[src/rtl/rle_block_sequencer.sv]
// rle_block_sequencer: row-level controller for the 8x8 run-length encoder.
// It takes one 64-bit zig-zag row per handshake and scans it one coefficient
// per cycle. It emits {run,level} symbols, adds EOB after the last row of a
// block, packs 8 symbols per 128-bit word and writes the words to SRAM.
// Optional build macro: RLE_BLK_ALIGN_EN. When it is defined, every block
// starts on a fresh SRAM word: a partial word left after EOB is auto-flushed.
//
// state | meaning
// IDLE  | waiting for a row or a flush request; in_ready = ~flush
// SCAN  | 8 cycles, one coefficient per cycle, MSB byte first
// EOB   | emit end-of-block symbol, clear run and row counters
// FLUSH | write the partial word (unused slots zero), restart at slot 0
module rle_block_sequencer #(
  parameter int          ADDR_W  = 14,
  parameter int          ROWS    = 8,
  parameter logic [15:0] EOB_SYM = 16'hFF7F
) (
  input  logic              clk,
  input  logic              reset,
  input  logic              in_valid,
  output logic              in_ready,
  input  logic [63:0]       in_data,
  input  logic              flush,
  output logic              mem_we,
  output logic [ADDR_W-1:0] mem_addr,
  output logic [127:0]      mem_wdata,
  output logic              blk_done,
  output logic              busy
);

  localparam int ROW_W = (ROWS > 1) ? $clog2(ROWS) : 1;
  localparam logic [ROW_W-1:0] LAST_ROW = ROW_W'(ROWS - 1);

  typedef enum logic [1:0] {IDLE, SCAN, EOB, FLUSH} state_t;

  state_t             state, state_nxt;
  logic [63:0]        row_buf;
  logic [2:0]         col;
  logic [ROW_W-1:0]   row;
  logic [7:0]         run;
  logic [2:0]         slot;
  logic [127:0]       word, word_ins;
  logic [ADDR_W-1:0]  addr;
  logic [7:0]         coeff;
  logic               accept, sym_vld;
  logic [15:0]        sym;

  // The row buffer shifts left each SCAN cycle, so the current coefficient is always the top byte.
  assign coeff = row_buf[63:56];
  assign busy  = (state != IDLE) | mem_we;

  // State register.
  always_ff @(posedge clk or negedge reset) begin
    if (!reset) state <= IDLE;
    else        state <= state_nxt;
  end

  // Next-state logic, handshake and symbol generation.
  always_comb begin
    state_nxt = state;
    in_ready  = 1'b0;
    accept    = 1'b0;
    sym_vld   = 1'b0;
    sym       = 16'h0000;
    case (state)
      IDLE: begin
        in_ready = ~flush;
        if (flush) begin
          if (slot != 3'd0) state_nxt = FLUSH;
        end else if (in_valid) begin
          accept    = 1'b1;
          state_nxt = SCAN;
        end
      end
      SCAN: begin
        if (coeff != 8'h00) begin
          sym_vld = 1'b1;
          sym     = {run, coeff};
        end
        if (col == 3'd7) state_nxt = (row == LAST_ROW) ? EOB : IDLE;
      end
      EOB: begin
        sym_vld = 1'b1;
        sym     = EOB_SYM;
`ifdef RLE_BLK_ALIGN_EN
        // EOB into slot 7 completes the word, so nothing is left to flush.
        state_nxt = (slot != 3'd7) ? FLUSH : IDLE;
`else
        state_nxt = IDLE;
`endif
      end
      FLUSH:   state_nxt = IDLE;
      default: state_nxt = IDLE;
    endcase
  end

  // Scan datapath: row buffer, column/row counters and the zero-run counter.
  always_ff @(posedge clk or negedge reset) begin
    if (!reset) begin
      row_buf <= '0;
      col     <= '0;
      row     <= '0;
      run     <= '0;
    end else begin
      if (accept) begin
        row_buf <= in_data;
        col     <= '0;
      end else if (state == SCAN) begin
        row_buf <= row_buf << 8;
        col     <= col + 3'd1;
        if (coeff != 8'h00)   run <= '0;
        else if (run != 8'd63) run <= run + 8'd1;
        if (col == 3'd7 && row != LAST_ROW) row <= row + ROW_W'(1);
      end else if (state == EOB) begin
        // Trailing zeros of a block carry no information and are dropped.
        run <= '0;
        row <= '0;
      end
    end
  end

  // Insert the current symbol into its slot; slot 0 is the most significant halfword.
  always_comb begin
    word_ins = word;
    for (int i = 0; i < 8; i++) begin
      if (slot == 3'(i)) word_ins[127-16*i -: 16] = sym;
    end
  end

  // Packer and SRAM write port. A full word is written on the edge that fills slot 7, so
  // the next symbol lands in slot 0 of the cleared word without a stall.
  always_ff @(posedge clk or negedge reset) begin
    if (!reset) begin
      word      <= '0;
      slot      <= '0;
      addr      <= '0;
      mem_we    <= 1'b0;
      mem_addr  <= '0;
      mem_wdata <= '0;
      blk_done  <= 1'b0;
    end else begin
      mem_we   <= 1'b0;
      blk_done <= (state == EOB);
      if (state == FLUSH) begin
        mem_we    <= 1'b1;
        mem_wdata <= word;
        mem_addr  <= addr;
        addr      <= addr + ADDR_W'(1);
        word      <= '0;
        slot      <= '0;
      end else if (sym_vld) begin
        if (slot == 3'd7) begin
          mem_we    <= 1'b1;
          mem_wdata <= word_ins;
          mem_addr  <= addr;
          addr      <= addr + ADDR_W'(1);
          word      <= '0;
          slot      <= '0;
        end else begin
          word <= word_ins;
          slot <= slot + 3'd1;
        end
      end
    end
  end

endmodule

[config.mk]
export PLATFORM = sky130hd
export DESIGN_NAME = rle_block_sequencer
export DESIGN_NICKNAME = d
export VERILOG_FILES = /design/src/rtl/rle_block_sequencer.sv
export SDC_FILE = /design/constraint.sdc
export NUM_CORES = 1
export LEC_CHECK = 0
export CORE_ASPECT_RATIO = 1.4
export CORE_MARGIN = 5
export CORE_UTILIZATION = 37
export DETAILED_ROUTE_END_ITERATION = 8
export GPL_ROUTABILITY_DRIVEN = 0
export PLACE_DENSITY_LB_ADDON = 0.3
export SLEW_MARGIN = 20
export SYNTH_ARGS = -nofsm -noshare
export SYNTH_HDL_FRONTEND = slang
export SYNTH_SLANG_ARGS = --single-unit
[constraint.sdc]
create_clock -name clk -period 3.2 [get_ports clk]
set_input_delay 0.48 -clock clk [delete_from_list [all_inputs] [get_ports clk]]
set_output_delay 0.48 -clock clk [all_outputs]
set_load 0.02 [all_outputs]
* Word level (Yosys, flattened, before mapping) *
Cells that the tools add are included.

operators by class
  $add $sub $neg = 5
  eq/ne operators = 19
  multiplexer cells = 51
  bitwise operators = 3
  reduce and logical (&&, ||, !) cells = 15

operators with widths
  cell                                                                     number
  128-bit 2-to-1 mux                                                       6
  16-bit 2-to-1 mux                                                        9
  64-bit 2-to-1 mux                                                        2
  14-bit 2-to-1 mux                                                        6
  8-bit 2-to-1 mux                                                         4
  16-bit case mux with 2 select lines                                      1
  3-bit 2-to-1 mux                                                         8
  3-bit == test, second input constant                                     6
  14-bit by 1-bit adder with 14-bit output, second input constant          1
  2-bit 2-to-1 mux                                                         5
  2-bit nonzero test                                                       5
  3-bit by 1-bit adder with 3-bit output, second input constant            3
  3-bit inequality test, second input constant                             3
  3-bit AND reduction                                                      3
  8-bit by 1-bit adder with 8-bit output, second input constant            1
  1-bit 2-to-1 mux                                                         8
  8-bit by 6-bit inequality test with 1-bit output, second input constant  1
  8-bit nonzero test                                                       1
  3-bit by 2-bit == test with 1-bit output, second input constant          2
  2-bit case mux with 3 select lines                                       1
  2-bit == test, second input constant                                     2
  3-bit by 1-bit == test with 1-bit output, second input constant          1
  3-bit zero test                                                          1
  3-bit by 2-bit inequality test with 1-bit output, second input constant  1
  11 further kinds                                                         12

word-level totals
  flip-flop bits (word level) = 369
  input port bits = 68
  output and inout bits = 146
  word-level logic and storage cells = 105

* Logic depth before layout (Yosys ltp) *
  depth in word-level cells = 7
  mapped depth = 13
  depth with buffers taken out = 8

* Least setup slack after synthesis *
No wires, ideal clock.

  path kind = reg-to-reg
  start = register state[0]
  end = register word[68]
  arrival = 2.066 ns
  required time = 3.068 ns
  path slack = 1.002 ns
  stages on the path, launching flop included = 12
  path buffers = 4
  path through = dfrtp_1 -> inv_1 -> ha_1 -> and2_1 -> buf_4 -> a21boi_4 -> buf_4 -> nor2_2 -> buf_2 -> buf_2 -> a21oi_1 -> nor2_1

between the ends
  cells in the longest elaborated chain, start to end = 6

ends and longest elaborated chain
  what                                                                              RTL line  source
  start: declaration                                                                36        state_t state, state_nxt;
  start signal: assignment                                                          55        else state <= state_nxt;
  2-bit == test / 2-bit by 1-bit == test with 1-bit output (equally long branches)  65        case (state)
  16-bit case mux with 2 select lines                                               65
  16-bit 2-to-1 mux                                                                 126       if (slot == 3'(i)) word_ins[127-16*i -: 16] = sym;
  128-bit 2-to-1 mux                                                                152       if (slot == 3'd7) begin
  128-bit 2-to-1 mux                                                                151       end else if (sym_vld) begin
  128-bit 2-to-1 mux                                                                144       if (state == FLUSH) begin
  end signal: assignment                                                            160       word <= word_ins;
  end: declaration                                                                  42        logic [127:0] word, word_ins;

Parallel ways exist; a longest one is shown, timed or not. The select of a mux whose other input is x is not followed.
A chain may end at the register's enable or synchronous reset.

* Worst setup path in the final report *
  start = register state[0]
  end = register word[58]

The elaborated chain is that of the path after synthesis.

==> impl_metrics.env <==
export IMPL_ys_warn_count=0
export IMPL_post_cts_buffers=0
export IMPL_crit_start="state[0]"
export IMPL_placed_area_um2=19900
export IMPL_timing_rr_start="state[0]"
export IMPL_dp_slack_ns=0.325
export IMPL_drt_wl_total_um=48400
export IMPL_post_route_period_util=0.899
export IMPL_clockRootBuffer="clkbuf_16"
export IMPL_numCtsBuffers=37
export IMPL_timing_final_ws_setup_ns=0.324
export IMPL_synth_main_ff_cell="dfrtp_1"
export IMPL_syn_area_per_cell_um2=9.63
export IMPL_start_kind="flop"
export IMPL_fmax_ghz=0.348
export IMPL_finalNonFillerCells=2577
export IMPL_worstMarginPinSlew_ns=1.06
export IMPL_die_area_um2=50500
export IMPL_tns_ns=0
export IMPL_slowest_stage="nand4_1"
export IMPL_drive_above_1_share=0.0903
export IMPL_path_buf_inv=1
export IMPL_layout_commonest_cell="dfrtp_1"
export IMPL_worstPathCellList="inv_1 -> ha_1 -> and2_1 -> a21boi_4 -> or2_1 -> nand4_1 -> o21ai_0"
export IMPL_crit_cells=7
export IMPL_grt_max_degree=122
export IMPL_clock_path_buffers=3
export IMPL_hold_viol=13
export IMPL_crit_type="reg -> reg"
export IMPL_cts_hold_buf=0
export IMPL_fin_nets=2016
export IMPL_synth_seq_cells=369
export IMPL_io_pins=214
export IMPL_critPathMaxFanout=16
export IMPL_syn_nets=1854
export IMPL_min_period_ns=2.88
export IMPL_power_density_nw_per_um2=1030
export IMPL_fp_row_count=93
export IMPL_rsz0062_at_grt="no"
export IMPL_wire_per_inst_um=18.8
export IMPL_core_um2=45800
export IMPL_grt_antenna_before_repair=0
export IMPL_n_antenna_cell=0
export IMPL_initial_core_util=0.372
export IMPL_dp_cells=2510
export IMPL_hold_class="in -> async"
export IMPL_grt_pass1_vias=13742
export IMPL_cp_arrival_ns=3.31
export IMPL_cts_htree_levels=2
export IMPL_cts_tree="yes"
export IMPL_hpwlAfterDp_um=33300
export IMPL_cp_required_ns=3.63
export IMPL_power_leakage_nw=9.14
export IMPL_final_setup_skew_ns=0.0216
export IMPL_status="finished, violations left"
export IMPL_grt_usage=0.189
export IMPL_syn_area_um2=17000
export IMPL_vias_per_cell=5.29
export IMPL_synth_distinct_cells=54
export IMPL_grt_pass1_wl_um=77300
export IMPL_path_clk_slew_ns=0.07
export IMPL_async_reset_ff_frac=1.00
export IMPL_postRouteAntennaNets=0
export IMPL_cts_sinks=369
export IMPL_cap_violations=0
export IMPL_critPathCaptureType="flop"
export IMPL_routed_via_count=13625
export IMPL_numPortBuffers=213
export IMPL_clock_latency_ns=0.54
export IMPL_total_power_mw=21.8
export IMPL_reg2regPathDepth=7
export IMPL_syn2layout_area_growth_pct=23.7
export IMPL_setup_viol=0
export IMPL_hold_slack_ns=-0.0485
export IMPL_overflow=0
export IMPL_max_vdd_ir_drop_mv=0.483
export IMPL_cp_top_family="simple AND/OR/NAND/NOR gates"
export IMPL_violations="hold timing"
export IMPL_yosysSeqAreaShare=0.542
export IMPL_drc=0
export IMPL_drtIter0Drc=793
export IMPL_fin_area_um2=21100
export IMPL_ctsResizeCount=0
export IMPL_die_x_um=191
export IMPL_syn_inst=1770
export IMPL_relSlewSlack=0.291
export IMPL_synth_edff_count=0
export IMPL_mostFrequentLayoutCells="369 x dfrtp_1, 257 x nand2_1, 212 x clkdlybuf4s50_1"
export IMPL_slew_viol_final=0
export IMPL_fp_dieH_um=264
export IMPL_firstDrtPassIters=6
export IMPL_slowest_delay_ns=0.50
export IMPL_post_route_util=0.460
## power by group
part           total [mW]  leakage, nW  internal [mW]  switching [mW]
Sequential           7.65         4.44           6.40            1.25
Combinational        9.82         4.11           4.15            5.67
Clock                4.30        0.589           2.47            1.83
## kinds of logic after synthesis
logic type,count (synthesis),share of synthesized area
simple gates,679,0.179
flops,369,0.542
xor+xnor,14,0.00719
fa+ha+maj,16,0.0117
compound gates,433,0.155
buf+inv,166,0.0423
mux,93,0.0623
## state kept, by name, indices dropped and copies added, names as in the netlist
signal     flops
mem_wdata    128
word         128
row_buf       64
addr          14
mem_addr      14
run            8
col            3
row            3
slot           3
state          2
blk_done       1
mem_we         1
## worst paths after layout
kind                           endpoint  slack, ns
max reg2reg                    word[58]       0.32
max                            word[58]       0.32
min                            word[81]      -0.05
max in group asynchronous   row_buf[58]       2.26
min reg2reg                mem_addr[12]       0.46
min in group clk           mem_addr[12]       0.46
## cell usage after synthesis (8+ instances only)
cell type | number | area share
a211oi_1 | 54 | 0.024
a21o_1 | 21 | 0.0092
a21oi_1 | 153 | 0.045
a31oi_1 | 11 | 0.0040
and3_1 | 19 | 0.0070
buf_2 | 35 | 0.010
clkbuf_1 | 99 | 0.022
dfrtp_1 | 369 | 0.54
ha_1 | 16 | 0.012
inv_1 | 15 | 0.0033
mux2_2 | 9 | 0.0059
mux2_4 | 24 | 0.021
mux2i_1 | 60 | 0.035
nand2_1 | 257 | 0.057
nand3_1 | 85 | 0.025
nand3b_1 | 35 | 0.015
nand4_1 | 25 | 0.0092
nor2_1 | 205 | 0.045
nor2b_1 | 12 | 0.0044
o211ai_1 | 32 | 0.014
o21a_1 | 24 | 0.011
o21ai_0 | 101 | 0.030
o22ai_1 | 8 | 0.0029
or2_2 | 9 | 0.0033
or3_1 | 11 | 0.0040
xnor2_1 | 9 | 0.0046
## layout make-up
cell class                      instances  area, µm²
Fill cell                            4405      24800
Clock buffer                           52       1050
Inverter                               16       62.6
Tap cell                              617        772
Timing Repair Buffer                  273       2710
Sequential cell                       369       9230
Clock inverter                         15        141
Multi-Input combinational cell       1235       7120
## layer usage
layer | up-vias | part of all wire | GRT usage
met3 | 107 | 0.068 | 0.0415
met1 | 6635 | 0.41 | 0.239
met4 | 0 | 0.041 | 0.0744
met2 | 426 | 0.48 | 0.316
li1 | 6457 | - | -
met5 | - | 0 | 0
Power figures use the tool's default switching activity.
